==> src/rtl/hms_clock_core.sv <==
// Time-of-day counter in BCD (HH:MM:SS) advanced by a synchronised 1 Hz input,
// with a three-state set FSM for adjusting hours and minutes.
module hms_clock_core #(
  parameter int unsigned SYNC_STAGES = 2
) (
  input  logic       clk_50mhz,
  input  logic       reset,
  input  logic       clock_1hz,
  input  logic       btn_mode,
  input  logic       btn_inc,
  output logic [1:0] hr_tens,
  output logic [3:0] hr_ones,
  output logic [2:0] min_tens,
  output logic [3:0] min_ones,
  output logic [2:0] sec_tens,
  output logic [3:0] sec_ones,
  output logic       sec_tick,
  output logic [1:0] mode
);

  typedef enum logic [1:0] {
    RUN     = 2'b00,
    SET_HR  = 2'b01,
    SET_MIN = 2'b10
  } state_t;

  state_t                 state_q, state_d;
  logic [SYNC_STAGES-1:0] sync_q;
  logic                   history_q;
  logic                   rise;

  logic [1:0] hr_tens_d, hr_inc_tens;
  logic [3:0] hr_ones_d, hr_inc_ones;
  logic [2:0] min_tens_d, min_inc_tens;
  logic [3:0] min_ones_d, min_inc_ones;
  logic [2:0] sec_tens_d, sec_inc_tens;
  logic [3:0] sec_ones_d, sec_inc_ones;
  logic       sec_carry, min_carry;
  logic       sec_tick_d;

  assign rise = sync_q[SYNC_STAGES-1] & ~history_q;
  assign mode = state_q;

  // Per-field BCD successors; the FSM below decides which of them are taken.
  always_comb begin
    sec_inc_ones = sec_ones + 4'd1;
    sec_inc_tens = sec_tens;
    if (sec_ones == 4'd9) begin
      sec_inc_ones = '0;
      sec_inc_tens = (sec_tens == 3'd5) ? '0 : sec_tens + 3'd1;
    end
    min_inc_ones = min_ones + 4'd1;
    min_inc_tens = min_tens;
    if (min_ones == 4'd9) begin
      min_inc_ones = '0;
      min_inc_tens = (min_tens == 3'd5) ? '0 : min_tens + 3'd1;
    end
    hr_inc_ones = hr_ones + 4'd1;
    hr_inc_tens = hr_tens;
    if (hr_tens == 2'd2 && hr_ones == 4'd3) begin
      hr_inc_ones = '0;
      hr_inc_tens = '0;
    end else if (hr_ones == 4'd9) begin
      hr_inc_ones = '0;
      hr_inc_tens = hr_tens + 2'd1;
    end
    sec_carry = (sec_tens == 3'd5) && (sec_ones == 4'd9);
    min_carry = (min_tens == 3'd5) && (min_ones == 4'd9);
  end

  always_comb begin
    state_d    = state_q;
    hr_tens_d  = hr_tens;
    hr_ones_d  = hr_ones;
    min_tens_d = min_tens;
    min_ones_d = min_ones;
    sec_tens_d = sec_tens;
    sec_ones_d = sec_ones;
    sec_tick_d = 1'b0;
    // btn_mode outranks btn_inc, which outranks a 1 Hz rise.
    unique case (state_q)
      RUN: begin
        if (btn_mode) begin
          state_d    = SET_HR;
          sec_tens_d = '0;
          sec_ones_d = '0;
        end else if (rise) begin
          sec_tick_d = 1'b1;
          sec_tens_d = sec_inc_tens;
          sec_ones_d = sec_inc_ones;
          if (sec_carry) begin
            min_tens_d = min_inc_tens;
            min_ones_d = min_inc_ones;
            if (min_carry) begin
              hr_tens_d = hr_inc_tens;
              hr_ones_d = hr_inc_ones;
            end
          end
        end
      end
      SET_HR: begin
        if (btn_mode) begin
          state_d = SET_MIN;
        end else if (btn_inc) begin
          hr_tens_d = hr_inc_tens;
          hr_ones_d = hr_inc_ones;
        end
      end
      SET_MIN: begin
        if (btn_mode) begin
          state_d = RUN;
        end else if (btn_inc) begin
          min_tens_d = min_inc_tens;
          min_ones_d = min_inc_ones;
        end
      end
      default: state_d = RUN;
    endcase
  end

  always_ff @(posedge clk_50mhz or posedge reset) begin
    if (reset) begin
      state_q   <= RUN;
      sync_q    <= '0;
      history_q <= 1'b0;
      hr_tens   <= '0;
      hr_ones   <= '0;
      min_tens  <= '0;
      min_ones  <= '0;
      sec_tens  <= '0;
      sec_ones  <= '0;
      sec_tick  <= 1'b0;
    end else begin
      state_q   <= state_d;
      sync_q    <= {sync_q[SYNC_STAGES-2:0], clock_1hz};
      history_q <= sync_q[SYNC_STAGES-1];
      hr_tens   <= hr_tens_d;
      hr_ones   <= hr_ones_d;
      min_tens  <= min_tens_d;
      min_ones  <= min_ones_d;
      sec_tens  <= sec_tens_d;
      sec_ones  <= sec_ones_d;
      sec_tick  <= sec_tick_d;
    end
  end

endmodule
==> config.mk <==
export PLATFORM = sky130hd
export DESIGN_NAME = hms_clock_core
export DESIGN_NICKNAME = d
export VERILOG_FILES = /design/src/rtl/hms_clock_core.sv
export SDC_FILE = /design/constraint.sdc
export NUM_CORES = 1
export LEC_CHECK = 0
export BUFFER_PORTS_ARGS = -buffer_cell sky130_fd_sc_hd__buf_2
export CAP_MARGIN = 25
export CORE_UTILIZATION = 55
export DETAILED_ROUTE_END_ITERATION = 12
export GPL_TIMING_DRIVEN = 0
export HOLD_SLACK_MARGIN = 0.12
export PLACE_DENSITY = 0.8
export SYNTH_ARGS = -nofsm -noshare
export SYNTH_HDL_FRONTEND = slang
export SYNTH_SLANG_ARGS = --single-unit
==> constraint.sdc <==
create_clock -name clk_50mhz -period 4.25 [get_ports clk_50mhz]
set_clock_uncertainty 0.2 [all_clocks]
set_input_delay 0.2125 -clock clk_50mhz [delete_from_list [all_inputs] [get_ports clk_50mhz]]
set_output_delay 0.2125 -clock clk_50mhz [all_outputs]
set_load 0.05 [all_outputs]
==> results of run 1 <==
-- cells in the mapped netlist (all sizes together) --
| cell type | number | share of area |
|---|---|---|
| xnor2 | 3 | 0.019 |
| nand2 | 16 | 0.044 |
| a221o | 1 | 0.0074 |
| o41ai | 1 | 0.020 |
| o311ai | 1 | 0.0065 |
| a211o | 3 | 0.019 |
| nand2b | 4 | 0.035 |
| inv | 7 | 0.019 |
| ha | 2 | 0.018 |
| o21bai | 1 | 0.0055 |
| o21ai | 6 | 0.022 |
| nand3 | 4 | 0.024 |
| nor2 | 9 | 0.025 |
| or3 | 3 | 0.014 |
| clkbuf | 4 | 0.033 |
| or2 | 1 | 0.0046 |
| nor2b | 1 | 0.0046 |
| nor4 | 2 | 0.0092 |
| nor3 | 5 | 0.022 |
| xor2 | 3 | 0.019 |
| a21oi | 2 | 0.0074 |
| a41oi | 1 | 0.012 |
| nor4b | 2 | 0.013 |
| a21o | 3 | 0.017 |
| mux2 | 3 | 0.025 |
| a22o | 1 | 0.0065 |
| and3b | 1 | 0.0065 |
| o221ai | 1 | 0.0065 |
| o31ai | 4 | 0.022 |
| dfrtp | 26 | 0.48 |
| nand3b | 4 | 0.031 |
-- flip-flops by register name, summed over array words and instances (netlist names), 2 cells and up --
signal	cells
hr_ones	4
min_ones	4
hr_tens	2
min_tens	3
sync_q	2
mode	2
sec_tens	3
sec_ones	4
-- cell type report --
class	instances	share of cell area
Buffer	4	0.0277
Clock buffer	4	0.0223
Inverter	7	0.0162
Multi-Input combinational cell	88	0.390
Sequential cell	26	0.400
Tap cell	28	0.0216
Timing Repair Buffer	31	0.122
-- layout by cell type (no fill, tap or decap), types with 2 or more instances in the layout --
cell and n:
dfrtp_1 26, buf_2 26, nand2_1 16, nor2_1 9, inv_1 7, o21ai_0 6
clkbuf_8 4, nor3_1 4, o31ai_1 4, dlygate4sd3_1 4, nand2b_4 3, a211o_1 3
nand3b_1 3, nand3_1 3, mux2_2 3, or3_1 3, xnor2_1 3, a21o_1 3
xor2_1 3, clkbuf_4 3, nor4_1 2, a21oi_1 2, nor4b_1 2, ha_1 2
-- kinds of logic (layout without fill, tap and decap cells) --
group	after synthesis	after routing
simple gates	52	52
flops	26	26
compound gates	25	25
fa+ha+maj	2	2
xor+xnor	6	6
mux	3	3
buf+inv	11	46
-- power by group --
group,switching (mW),leakage (nW),internal [mW]
Sequential,0.0886,0.326,0.323
Combinational,0.448,0.481,0.197
Clock,0.0702,0.0210,0.0524
Total,0.606,0.828,0.573
-- routing by layer --
| layer | routed length [um] | GRT usage | vias to the layer above |
|---|---|---|---|
| li1 | - | - | 517 |
| met1 | 1130 | 0.305 | 528 |
| met2 | 1150 | 0.335 | 22 |
| met3 | 82 | 0.0409 | 4 |
| met4 | 25 | 0.0901 | 0 |
| met5 | 0 | 0 | - |
-- timing repair --
item	in CTS	in global routing
buffers inserted	0	0
hold buffers	3	1
endpoints found under the hold margin	34	2
-- critical path, cell delays in order (launching register included) --
cell,delay [ns]
dfrtp_1,0.45
inv_1,0.07
ha_1,0.18
nand3b_4,0.11
o41ai_4,0.40
nand3_4,0.15
or3_1,0.35
xnor2_1,0.13
-- worst max path at each step --
stage                                   end               startpoint  depth (start not counted)  slack (ns)
global route        min_tens[0]$_DFFE_PP0P_  sec_ones[1]$_DFFE_PP0P_                          7        2.00
finish              min_tens[0]$_DFFE_PP0P_  sec_ones[1]$_DFFE_PP0P_                          7        2.11
floorplan           min_tens[0]$_DFFE_PP0P_  sec_ones[0]$_DFFE_PP0P_                          6        1.88
CTS                 min_tens[0]$_DFFE_PP0P_  sec_ones[1]$_DFFE_PP0P_                          7        2.10
detailed placement  min_tens[0]$_DFFE_PP0P_  sec_ones[1]$_DFFE_PP0P_                          7        2.14
global placement    min_tens[0]$_DFFE_PP0P_  sec_ones[1]$_DFFE_PP0P_                          7        2.17
==> impl_results.md, run 1 <==
- RSZ-0062 raised after global routing: false
- Initial DRC Count: 21
- Status: finished clean
- Antenna Cells: 0
- CP Class: reg2reg
- Setup ws final: roughly 2.1 ns
- Worst-skew pair later-pin latency: 0.32 ns
- First-pass GRT wire length: 4300 um
- Layout area overhead: 19.8%
- Syn Area/Cell: between 10 and 15 um^2
- Setup_tns: 0 ns
- Hold crit path type: in2reg
- I/O pin cnt: 28
- Initial antenna violation count: 0
- Largest family of logic cells by synthesized area: simple AND/OR/NAND/NOR gates
- Power Total: between 1 and 1.5 mW
- Max transition margin: 0.752
- DIE HEIGHT: ~52 um
- Core Util, Final: 0.714
- Worst r2r dst: min_tens[0]$_DFFE_PP0P_
- DR pass1 iterations: 4
- Tightest Pin Transition: approximately 0.37 ns
- TritonCTS clock tree: built
- Flops & latches, synth: 26
- Final period utilization: 0.504
- Pwr per Cell Area: around 730 nW/um^2
- WL final: 2390 um
- Reg2reg path depth: 7
- DIE AREA: between 2000 and 3000 um^2
- Final number of setup-violating endpoints: 0
- Post-DP HPWL: roughly 1700 um
- Netlist cell types: 36
- Worst vdd ir: between 400 and 500 uV
- Final Hold Viols: 0
- Slew Limit Fails: 0
- Register area share after synthesis: 0.480
- Simple-gate share of the synthesized area: 0.233
- Fraction of synthesized cell area in xor and xnor cells: 0.0387
- Area taken by multi-input logic gates: 634 um^2
- WL/cell: around 13 um
- Critical Path End Type: flop
- CTS root buf: clkbuf_4
- Synth warn: 0
- Largest net degree at the start of global routing: 27
- CTS Buffer Depth: 2
- Row count: 17
- Finished Layout Cells: between 150 and 200
- Placed inst area: between 1500 and 2000 um^2
- GP Congestion: approximately 0.74
- Clk sinks: 26
- CTS Buf Count: 3
- Hold Path Sink: min_ones[0]$_DFFE_PP0P_
- Dpl cells: 179
- Crit Reg-Reg Startpoint: sec_ones[1]$_DFFE_PP0P_
- Highest Clock Rate: 0.467 GHz
- Final min period: ~2.1 ns
- Post-Synthesis Cells: between 100 and 150
- Post-Synth Adder-Cell Area: 0.0185
- Vias/cell: 5.70
- Std-Cell Core Area: ~2300 um^2
- Final ANT Viol Nets: 0
- H-tree depth: 1
- GRT Resource Usage Total: 0.219
- Cell area after synthesis: 1360 um^2
- Max_cap viols: 0
- Fill count: 170
- Post-Place Setup Slack: 2.14 ns
- Hold path depth: 5
- Mux contribution to synthesized area: 0.0249
- Post-route cell area: roughly 1600 um^2
- Vias in the first global route: 979
- Leakage: 0.828 nW
- I/O Buffers: 26
- Fraction of layout cells with a size suffix above 1: 0.281
- Initial Utilization: 0.596
- Crit Path Max Fanout: 6
- Worst EP arrival: ~2.2 ns
- Register-to-register setup slack: between 2 and 2.5 ns
- Compound-Gate Fraction of Synth Area: 0.152
- Grt total ovfl: 0
- Hold_ws: about 0.15 ns
- Final net count: 168
- Residual DRC: 0
- Die width: between 50 and 60 um
- Routed via count: roughly 1.1k
- Clock transition at path regs: 0.14 ns
- Post-synthesis net count: around 130
- Register area: roughly 650 um^2
- Worst endpoint required time: around 4.3 ns
- Crit path launch type: flop
- Min-Delay Startpoint: btn_inc
- Post-cts resize count: 0
Note: power is estimated with default switching activity, not from simulation.
==> run 2: changes to the inputs <==
--- a/config.mk
+++ b/config.mk
@@ -7,11 +7,11 @@
 export LEC_CHECK = 0
 export BUFFER_PORTS_ARGS = -buffer_cell sky130_fd_sc_hd__buf_2
 export CAP_MARGIN = 25
-export CORE_UTILIZATION = 55
+export CORE_UTILIZATION = 48
 export DETAILED_ROUTE_END_ITERATION = 12
 export GPL_TIMING_DRIVEN = 0
 export HOLD_SLACK_MARGIN = 0.12
-export PLACE_DENSITY = 0.8
+export PLACE_DENSITY = 0.74
 export SYNTH_ARGS = -nofsm -noshare
 export SYNTH_HDL_FRONTEND = slang
 export SYNTH_SLANG_ARGS = --single-unit
==> constraint.sdc (replaced) <==
create_clock -name clk_50mhz -period 1.9 [get_ports clk_50mhz]
set_clock_uncertainty 0.2 [all_clocks]
set_input_delay 0.095 -clock clk_50mhz [delete_from_list [all_inputs] [get_ports clk_50mhz]]
set_output_delay 0.095 -clock clk_50mhz [all_outputs]
set_load 0.05 [all_outputs]
==> impl_results.md, run 2 (same netlist as run 1, synthesis figures left out) <==
- Status: finished with violations
- Failing checks: negative setup slack
- Routed via count: 1,141 (+6.5%)
- Leakage: 0.885 nW (+6.8%)
- Max transition margin: 0.358 (-0.394)
- Fill count: 189 (+11%)
- Internal power: 1.40 mW (+140%)
- Pwr per Cell Area: 1590 nW/um^2 (+120%)
- Hold_ws: 0.191 ns (+0.0389 ns)
- Post-DP HPWL: 2020 um (+18%)
- Clk sinks: 26 (unchanged)
- Worst-skew pair later-pin latency: 0.31 ns (about the same)
- Final net count: 182 (+8.3%)
- Row count: 18 (+1)
- Setup_tns: -0.681 ns (-0.681 ns)
- Largest stage delay, worst path: 0.44 ns (about the same)
- I/O Buffers: 26 (unchanged)
- Post-route cell area: 1840 um^2 (+13%)
- Commonest non-fill, non-tap cell in the layout: buf_2
- Final number of setup-violating endpoints: 9 (+9)
- Critical path's slowest cell: dfrtp_2
- Antenna Cells: 0 (unchanged)
- DIE AREA: 3040 um^2 (+14%)
- CTS Buf Count: 3 (unchanged)
- Grt total ovfl: 0 (unchanged)
- Placed inst area: 1560 um^2 (+2.3%)
- Setup ws final: -0.144 ns (-2.25 ns)
- Sw frac: 0.521 (+0.00696)
- Sw Pwr: 1.52 mW (+150%)
- Top Registers: hr_ones x4, min_ones x4, sec_ones x4
- Vias/cell: 5.59 (-1.8%)
- Cell chain of the critical path: inv_2, ha_4, nand3b_4, o41ai_4, nand3_4, or3_1, xnor2_1
- TritonCTS clock tree: built
- GRT Resource Usage Total: 0.218 (-0.00148)
- First-pass GRT wire length: 4660 um (+8.4%)
- Final Hold Viols: 0 (unchanged)
- Sequential share of power: 0.338 (-0.011)
- Final period utilization: 1.08 (+0.572)
- Initial DRC Count: 21 (unchanged)
- Post-Place Setup Slack: -0.164 ns (-2.30 ns)
- Tightest Pin Transition: 0.963 ns (+0.592 ns)
- Layout area overhead: 35.6%
- Worst vdd ir: 1200 uV (+150%)
- Residual DRC: 0 (unchanged)
- Vias in the first global route: 1,056 (+7.9%)
- Buffers & Inverters on Critical Path: 1 (unchanged)
- Worst endpoint required time: 1.91 ns (-2.37 ns)
- Top delay family on crit path: simple AND/OR/NAND/NOR gates
- Combinational share of power: 0.580 (+0.033)
- I/O pin cnt: 28 (unchanged)
- Crit Path Max Fanout: 5 (-1)
- Area taken by multi-input logic gates: 759 um^2 (+20%)
- WL final: 3090 um (+30%)
- Register area: 664 um^2 (+2.1%)
- Std-Cell Core Area: 2570 um^2 (+13%)
- Final min period: 2.04 ns (-0.0974 ns)
- Initial antenna violation count: 0 (unchanged)
- CTS root buf: clkbuf_4
- Final ANT Viol Nets: 0 (unchanged)
- Hold crit path type: reg2reg
- Highest Clock Rate: 0.489 GHz (+4.8%)
- DIE HEIGHT: 55.2 um (+6.8%)
- CP Class: reg2reg
- Worst EP arrival: 2.06 ns (-0.11 ns)
- H-tree depth: 1 (unchanged)
- Max_cap viols: 0 (unchanged)
- Most frequent cells in the layout: buf_2 (26), nand2_1 (16), dfrtp_1 (15), buf_4 (15), dfrtp_2 (11)
- Die width: 55.2 um (+6.8%)
- WL/cell: 15.2 um (+19%)
- Fraction of layout cells with a size suffix above 1: 0.489 (+0.207)
- Initial Utilization: 0.528 (-0.0677)
- DR pass1 iterations: 4 (unchanged)
- Critical Path End Type: flop
- GP Congestion: 0.696 (-6.4%)
- CTS Buffer Depth: 2 (unchanged)
- Slew Limit Fails: 0 (unchanged)
- Clock transition at path regs: 0.14 ns (about the same)
- Clock power frac: 0.082 (-0.022)
- RSZ-0062 raised after global routing: true
- Crit path launch type: flop
- Largest net degree at the start of global routing: 27 (unchanged)
-- run 2: cell types whose count changed in the layout (fill, tap and decap cells not counted), sizes merged --
cell,previous run,this run
clkbuf,8,7
buf,27,42
-- run 2: area by class of cell --
| cell class | instances | share of cell area |
|---|---|---|
| buffer | 3 | 0.0170 |
| inverter | 7 | 0.0143 |
| tap | 30 | 0.0204 |
| clock buffer | 4 | 0.0143 |
| sequential | 26 | 0.361 |
| multi-input combinational | 88 | 0.413 |
| timing repair buffer | 46 | 0.160 |
-- run 2: metal layers --
layer,part of all wire,track usage,up-vias,routed length (um)
met1,0.42,0.240,559,1310
met5,0,0,-,0
met4,0.0074,0.0583,0,23
met3,0.041,0.0410,4,126
met2,0.53,0.420,36,1630
li1,-,-,542,-
-- run 2: path summary, 6_finish.rpt --
path	from	to	slack, ns	depth (start not counted)
max in group asynchronous	reset	min_ones[3]$_DFFE_PP0P_	0.52	3
min	sync_q[0]$_DFF_PP0_	sync_q[1]$_DFF_PP0_	0.19	0
min reg2reg	sync_q[0]$_DFF_PP0_	sync_q[1]$_DFF_PP0_	0.19	0
min in group asynchronous	reset	history_q$_DFF_PP0_	0.34	3
max reg2reg	sec_ones[1]$_DFFE_PP0P_	min_tens[0]$_DFFE_PP0P_	-0.14	7
max	sec_ones[1]$_DFFE_PP0P_	min_tens[0]$_DFFE_PP0P_	-0.14	7
-- run 2: power by group through the flow --
| stage | Combinational (mW) | Sequential (mW) | Clock [mW] |
|---|---|---|---|
| after floorplan | 0.582 | 1.53 | 0 |
| after global placement | 1.44 | 0.941 | 0 |
| after detailed placement | 1.48 | 0.960 | 0 |
| after CTS | 1.60 | 0.945 | 0.247 |
| after global routing | 1.79 | 1.03 | 0.273 |
| final | 1.70 | 0.989 | 0.239 |
-- run 2: per-stage QoR --
stage | utilization | power (mW) | instances
3_5_place_dp | 0.606 | 2.44 | 181
3_3_place_gp | 0.606 | 2.38 | 181
4_1_cts | 0.666 | 2.79 | 196
6_report | 0.716 | 2.92 | 204
5_1_grt | 0.716 | 3.10 | 204
2_1_floorplan | - | 2.11 | 125
-- run 2: repair_timing --
item	4_1_cts	5_1_grt
resized for setup	5	15
setup buffers	7	9
endpoints found under the hold margin	40	0
hold buffers	4	0
setup endpoints to repair	9	12
pin swaps	6	6
